[src/rtl/rv32_stream_loader.sv]
// Packs a byte stream into little-endian words and writes them over the native
// memory bus to consecutive addresses, optionally reading each word back to compare.
module rv32_stream_loader #(
  parameter logic [31:0] BASE_ADDR = 32'h0000_0000,
  parameter int unsigned N_WORDS   = 16384,
  parameter bit          VERIFY_EN = 1'b1
) (
  input  logic                           clk,
  input  logic                           reset,
  input  logic                           in_valid,
  input  logic [7:0]                     in_data,
  output logic                           in_ready,
  output logic                           rv32_valid,
  input  logic                           rv32_ready,
  output logic [31:0]                    rv32_addr,
  output logic [31:0]                    rv32_wdata,
  output logic [3:0]                     rv32_wstrb,
  input  logic [31:0]                    rv32_rdata,
  output logic                           busy,
  output logic                           done,
  output logic                           error,
  output logic [$clog2(N_WORDS+1)-1:0]   words_written
);

  localparam int unsigned CW = $clog2(N_WORDS + 1);

  typedef enum logic [2:0] {
    S_COLLECT,
    S_WRITE,
    S_GAP,
    S_VERIFY,
    S_DONE
  } state_t;

  state_t        state_q, state_d;
  logic [1:0]    idx_q, idx_d;
  logic [31:0]   buf_q, buf_d;
  logic [CW-1:0] cnt_q, cnt_d;
  logic          valid_q, valid_d;
  logic [31:0]   addr_q, addr_d;
  logic [31:0]   wdata_q, wdata_d;
  logic [3:0]    wstrb_q, wstrb_d;
  logic          busy_q, busy_d;
  logic          done_q, done_d;
  logic          error_q, error_d;

  logic          accept;
  logic          hs;
  logic [CW-1:0] cnt_inc;
  logic          last_word;

  assign in_ready  = (state_q == S_COLLECT) && !reset;
  assign accept    = in_valid && in_ready;
  assign hs        = valid_q && rv32_ready;
  assign cnt_inc   = cnt_q + CW'(1);
  assign last_word = (cnt_inc == CW'(N_WORDS));

  // Next-state and registered-output logic
  always_comb begin
    state_d = state_q;
    idx_d   = idx_q;
    buf_d   = buf_q;
    cnt_d   = cnt_q;
    valid_d = valid_q;
    addr_d  = addr_q;
    wdata_d = wdata_q;
    wstrb_d = wstrb_q;
    done_d  = done_q;
    error_d = error_q;

    unique case (state_q)
      S_COLLECT: begin
        if (accept) begin
          buf_d[{idx_q, 3'b000} +: 8] = in_data;
          idx_d = idx_q + 2'd1;
          if (idx_q == 2'd3) begin
            state_d = S_WRITE;
            valid_d = 1'b1;
            addr_d  = BASE_ADDR + (32'(cnt_q) << 2);
            wdata_d = buf_d;
            wstrb_d = 4'hf;
          end
        end
      end
      S_WRITE: begin
        if (hs) begin
          valid_d = 1'b0;
          if (VERIFY_EN) begin
            state_d = S_GAP;
          end else begin
            cnt_d   = cnt_inc;
            state_d = last_word ? S_DONE : S_COLLECT;
            done_d  = last_word;
          end
        end
      end
      S_GAP: begin
        state_d = S_VERIFY;
        valid_d = 1'b1;
        wstrb_d = 4'h0;
      end
      S_VERIFY: begin
        if (hs) begin
          valid_d = 1'b0;
          if (rv32_rdata != wdata_q) error_d = 1'b1;
          cnt_d   = cnt_inc;
          state_d = last_word ? S_DONE : S_COLLECT;
          done_d  = last_word;
        end
      end
      S_DONE: begin
        valid_d = 1'b0;
      end
      default: state_d = S_COLLECT;
    endcase

    busy_d = (idx_d != 2'd0) || (state_d == S_WRITE) || (state_d == S_GAP)
             || (state_d == S_VERIFY);
  end

  always_ff @(posedge clk) begin
    if (reset) begin
      state_q <= S_COLLECT;
      idx_q   <= 2'd0;
      buf_q   <= 32'd0;
      cnt_q   <= '0;
      valid_q <= 1'b0;
      addr_q  <= 32'd0;
      wdata_q <= 32'd0;
      wstrb_q <= 4'h0;
      busy_q  <= 1'b0;
      done_q  <= 1'b0;
      error_q <= 1'b0;
    end else begin
      state_q <= state_d;
      idx_q   <= idx_d;
      buf_q   <= buf_d;
      cnt_q   <= cnt_d;
      valid_q <= valid_d;
      addr_q  <= addr_d;
      wdata_q <= wdata_d;
      wstrb_q <= wstrb_d;
      busy_q  <= busy_d;
      done_q  <= done_d;
      error_q <= error_d;
    end
  end

  assign rv32_valid    = valid_q;
  assign rv32_addr     = addr_q;
  assign rv32_wdata    = wdata_q;
  assign rv32_wstrb    = wstrb_q;
  assign busy          = busy_q;
  assign done          = done_q;
  assign error         = error_q;
  assign words_written = cnt_q;

endmodule

[config.mk]
export PLATFORM = sky130hd
export DESIGN_NAME = rv32_stream_loader
export DESIGN_NICKNAME = d
export VERILOG_FILES = /design/src/rtl/rv32_stream_loader.sv
export SDC_FILE = /design/constraint.sdc
export NUM_CORES = 1
export LEC_CHECK = 0
export BUFFER_PORTS_ARGS = -buffer_cell sky130_fd_sc_hd__buf_4
export CORE_UTILIZATION = 48
export DETAILED_ROUTE_END_ITERATION = 8
export PLACE_DENSITY = 0.79
export REMOVE_ABC_BUFFERS = 1
export SYNTH_ARGS = -nofsm -noshare
export SYNTH_HDL_FRONTEND = slang
export SYNTH_SLANG_ARGS = --single-unit
[constraint.sdc]
create_clock -name clk -period 1.75 [get_ports clk]
set_input_delay 0.35 -clock clk [delete_from_list [all_inputs] [get_ports clk]]
set_output_delay 0.35 -clock clk [all_outputs]
set_load 0.005 [all_outputs]
==> metrics.md <==
| Metric | Value |
|---|---|
| Status | finished clean |
| Met3 GRT Util | 0.0443 |
| Maxcap violations | 0 |
| Capture point of the worst reg-to-reg path | buf_q[30] |
| Worst Setup EP | buf_q[30] |
| Layout cells sized above 1 | 0.302 |
| Core Footprint | ~10000 µm² |
| Via/cell ratio | 5.39 |
| Post-Synth Simple-Gate Area | 0.224 |
| Ys flop type | dfxtp_1 |
| Global-route met2 utilization | 0.392 |
| Die Footprint | 11000 µm² |
| CP Max Fanout | 8 |
| Post-synth top area cell | dfxtp_1 |
| Fin crit share | 0.986 |
| Via count | approximately 4700 |
| Critical path buffer and inverter count | 2 |
| #FFs+latches synth | 104 |
| Number of global-route vias before repair | 4357 |
| Inserted Diodes | 0 |
| CTS tree | done |
| Maximum VDD drop | 0.000405 V |
| Worst path max stage delay | 0.36 ns |
| Clock power share | 0.327 |
| Worst min path class | in -> reg |
| WL final | approximately 13000 µm |
| Power Dens Cells | around 680 nW/µm² |
| CP Depth | 6 |
| Clock-pin transition on the worst setup and hold timing paths | 0.10 ns |
| Slew HR | 0.579 |
| Sw Ratio | 0.269 |
| Delay-heaviest family, CP | compound AO/OA/AOI/OAI gates |
| Ys async rst share | 0 |
| CP Data Required Time | 2.02 ns |
| Worst-Skew Late Latency | 0.37 ns |
| Core Rows | 37 |
| Multiplexer share of the synthesized area | 0.00197 |
| Highest clock rate | 579 MHz |
| Kind of critical path | reg -> reg |
| FF-to-FF Start | idx_q[0] |
| Psw | approximately 1.2 mW |
| Die Ht | 105 µm |
| Initial core utilization | 0.494 |
| LEAKAGE | 2.66 nW |
| Reg2Reg Setup Slack | 0.02 ns |
| Pint | 3.24 mW |
| Slowest library cell on the worst path | dfxtp_1 |
| Slew Limit Fails | 0 |
| Remaining DRCs | 0 |
| Average wire per standard cell | 15.4 µm |
| Inserted Clock Buffers | 9 |
| IO Count | about 130 |
| Critical path, cell by cell | inv_2, ha_4, nor4b_2, buf_4, a21oi_1, a211oi_1 |
| Yosys Warn Count | 0 |
| Largest family of logic cells by synthesized area | simple AND/OR/NAND/NOR gates |
| Mapped Cells | 592 |
| Xor/xnor share of the synthesized area | 0.0880 |
| Largest net degree at the start of global routing | 64 |
| Area of the mapped netlist | 5070 µm² |
| Dominant cells by area after synthesis | dfxtp_1, a211oi_1, xor2_1 |
| Comb power frac | 0.119 |
| First-pass GRT wire length | around 21000 µm |
| Post-synthesis compound-gate area fraction | 0.169 |
| Yosys cell types | 47 |
| Fin Clk Skew | 0.0115 ns |
| Post-route ant nets | 0 |
| 1st-iter DRT viols | roughly 280 |
| CP startpoint kind | flop |
| Worst EP arrival | about 2.0 ns |
| Most frequent cells in the layout | buf_4, dfxtp_1, nor2_1 |
| Worst r2r path cells | 6 |
| Layout net count | 782 |
| Worst Setup End Kind | flop |
| Yosys top cell area share | 0.410 |
| Clk sinks | 104 |
| Die X | 105 µm |
| Final setup TNS | 0 ns |
| Worst-Margin Slew | 0.631 ns |
| M1 GR Usage | 0.308 |
| Post-DP HPWL | 9680 µm |
| Grt total ovfl | 0 |
| Sequential share of the synthesized area | 0.410 |
| Commonest non-fill, non-tap cell in the layout | buf_4 |
| H-tree depth | 3 |
| Initial antenna violation count | 0 |
| Drt pass-1 iters | 4 |
| Crit path launch | idx_q[0] |
| Root Buffer Master | clkbuf_8 |
| Area Growth Syn to Fin | 28.6% |
| Post-Synth Adder-Cell Area | 0.0217 |
| Hold Fails Final Rpt | 0 |
| Routability cong. | 0.889 |
| GRT Max-Usage Layer | met2 |
| Hold Buf Count CTS | 0 |
| Port buffer count | about 110 |
| Avg Inst Size Synth | between 8 and 9 µm² |
| Final Power | 4.43 mW |
| Final min period | approximately 1.7 ns |
| Final Setup Violations | 0 |
| Number of synthesized flops with an enable pin | 0 |
| Longest Clk Path Bufs | 2 |
| GRT Total Usage | 0.237 |
| Flop pwr share | 0.554 |
## final cells by class
class                           instances  area [µm²]
Tap cell                              136         170
Inverter                                7        26.3
Fill cell                             881        3750
Timing Repair Buffer                  173        1350
Clock inverter                          6        50.0
Multi-Input combinational cell        435        2700
Sequential cell                       104        2090
Clock buffer                           10         138
## worst reg2reg max path, delay by kind of cell, from the launching register on
kind,cells,cell delay (ns)
flip-flops,1,0.36
buffers and inverters,2,0.30
AO/OA/AOI/OAI,2,0.41
AND/OR/NAND/NOR,1,0.29
adder cells (fa/ha/maj),1,0.27
## logic make-up after synthesis
| kind of cell | count (synthesis) |
|---|---|
| XOR/XNOR | 51 |
| AO/OA/AOI/OAI | 136 |
| flip-flops | 104 |
| buffers and inverters | 69 |
| adder cells (fa/ha/maj) | 9 |
| multiplexers | 1 |
| AND/OR/NAND/NOR | 221 |
| other | 1 |
## metrics by stage
step	util	hold WS [ns]	worst slack (ns)	instances	instance area [µm²]
4_1_cts	0.626	0.307	0.0126	869	6440
3_3_place_gp	0.606	0.442	0.0670	853	6230
2_1_floorplan	-	0.419	-1.04	546	4730
6_report	0.635	0.320	0.0240	871	6530
3_5_place_dp	0.606	0.448	-0.00404	853	6230
5_1_grt	0.635	0.327	-0.0353	871	6530
## power by group through the flow
| stage | Combinational, mW | Sequential (mW) | Clock (mW) |
|---|---|---|---|
| after CTS | 0.502 | 2.45 | 1.47 |
| after global routing | 0.573 | 2.46 | 1.57 |
| final | 0.527 | 2.45 | 1.45 |
| after detailed placement | 0.492 | 2.51 | 0 |
| after floorplan | 0.236 | 2.51 | 0 |
| after global placement | 0.473 | 2.50 | 0 |
## routing by layer
metal  routed length (µm)  part of all wire  vias up
met5                    0                 0        -
met4                  232             0.017        0
met3                  916             0.068       16
met2                 6500              0.48      167
met1                 5790              0.43     2220
li1                     -                 -     2290
## synth_stat cells (2+ instances only)
library cell and instances:
nand4_1 9, nor2_1 82, nand3_1 5, buf_4 25, nor2b_1 32, inv_1 6, o31ai_1 3, and3_1 6
buf_2 11, nor4_1 8, nand3b_1 10, and4_1 3, nand2_1 46, a211oi_1 58, xnor2_1 15, xor2_1 36
nor3_1 4, o21ai_1 2, or4_1 2, ha_1 8, dfxtp_1 104, clkbuf_1 17, nor3_2 5, a21oi_1 54
buf_6 8, o21ai_0 12
## flip-flops by register name (all words and copies together), names as in the netlist
register	flops
error	1
words_written	15
idx_q	2
rv32_wdata	32
done	1
busy	1
rv32_valid	1
rv32_addr	15
rv32_wstrb	1
buf_q	32
state_q	3
## timing repair
action / in CTS / in global routing
buffers inserted: 0 / 1
endpoints found under the setup margin: 10 / 54
pin swaps: 0 / 7
gates cloned: 0 / 1
resized for setup: 5 / 19
## how the worst min path moves through the flow
stage               slack [ns]  cells after the start      endpoint    startpoint
finish                    0.32                      3      buf_q[5]    in_data[5]
detailed placement        0.45                      2  rv32_addr[9]  rv32_addr[9]
global route              0.33                      3      buf_q[6]    in_data[6]
floorplan                 0.42                      1          busy         reset
CTS                       0.31                      3      buf_q[5]    in_data[5]
global placement          0.44                      2  rv32_addr[5]  rv32_addr[5]
Power figures use the tool's default switching activity.
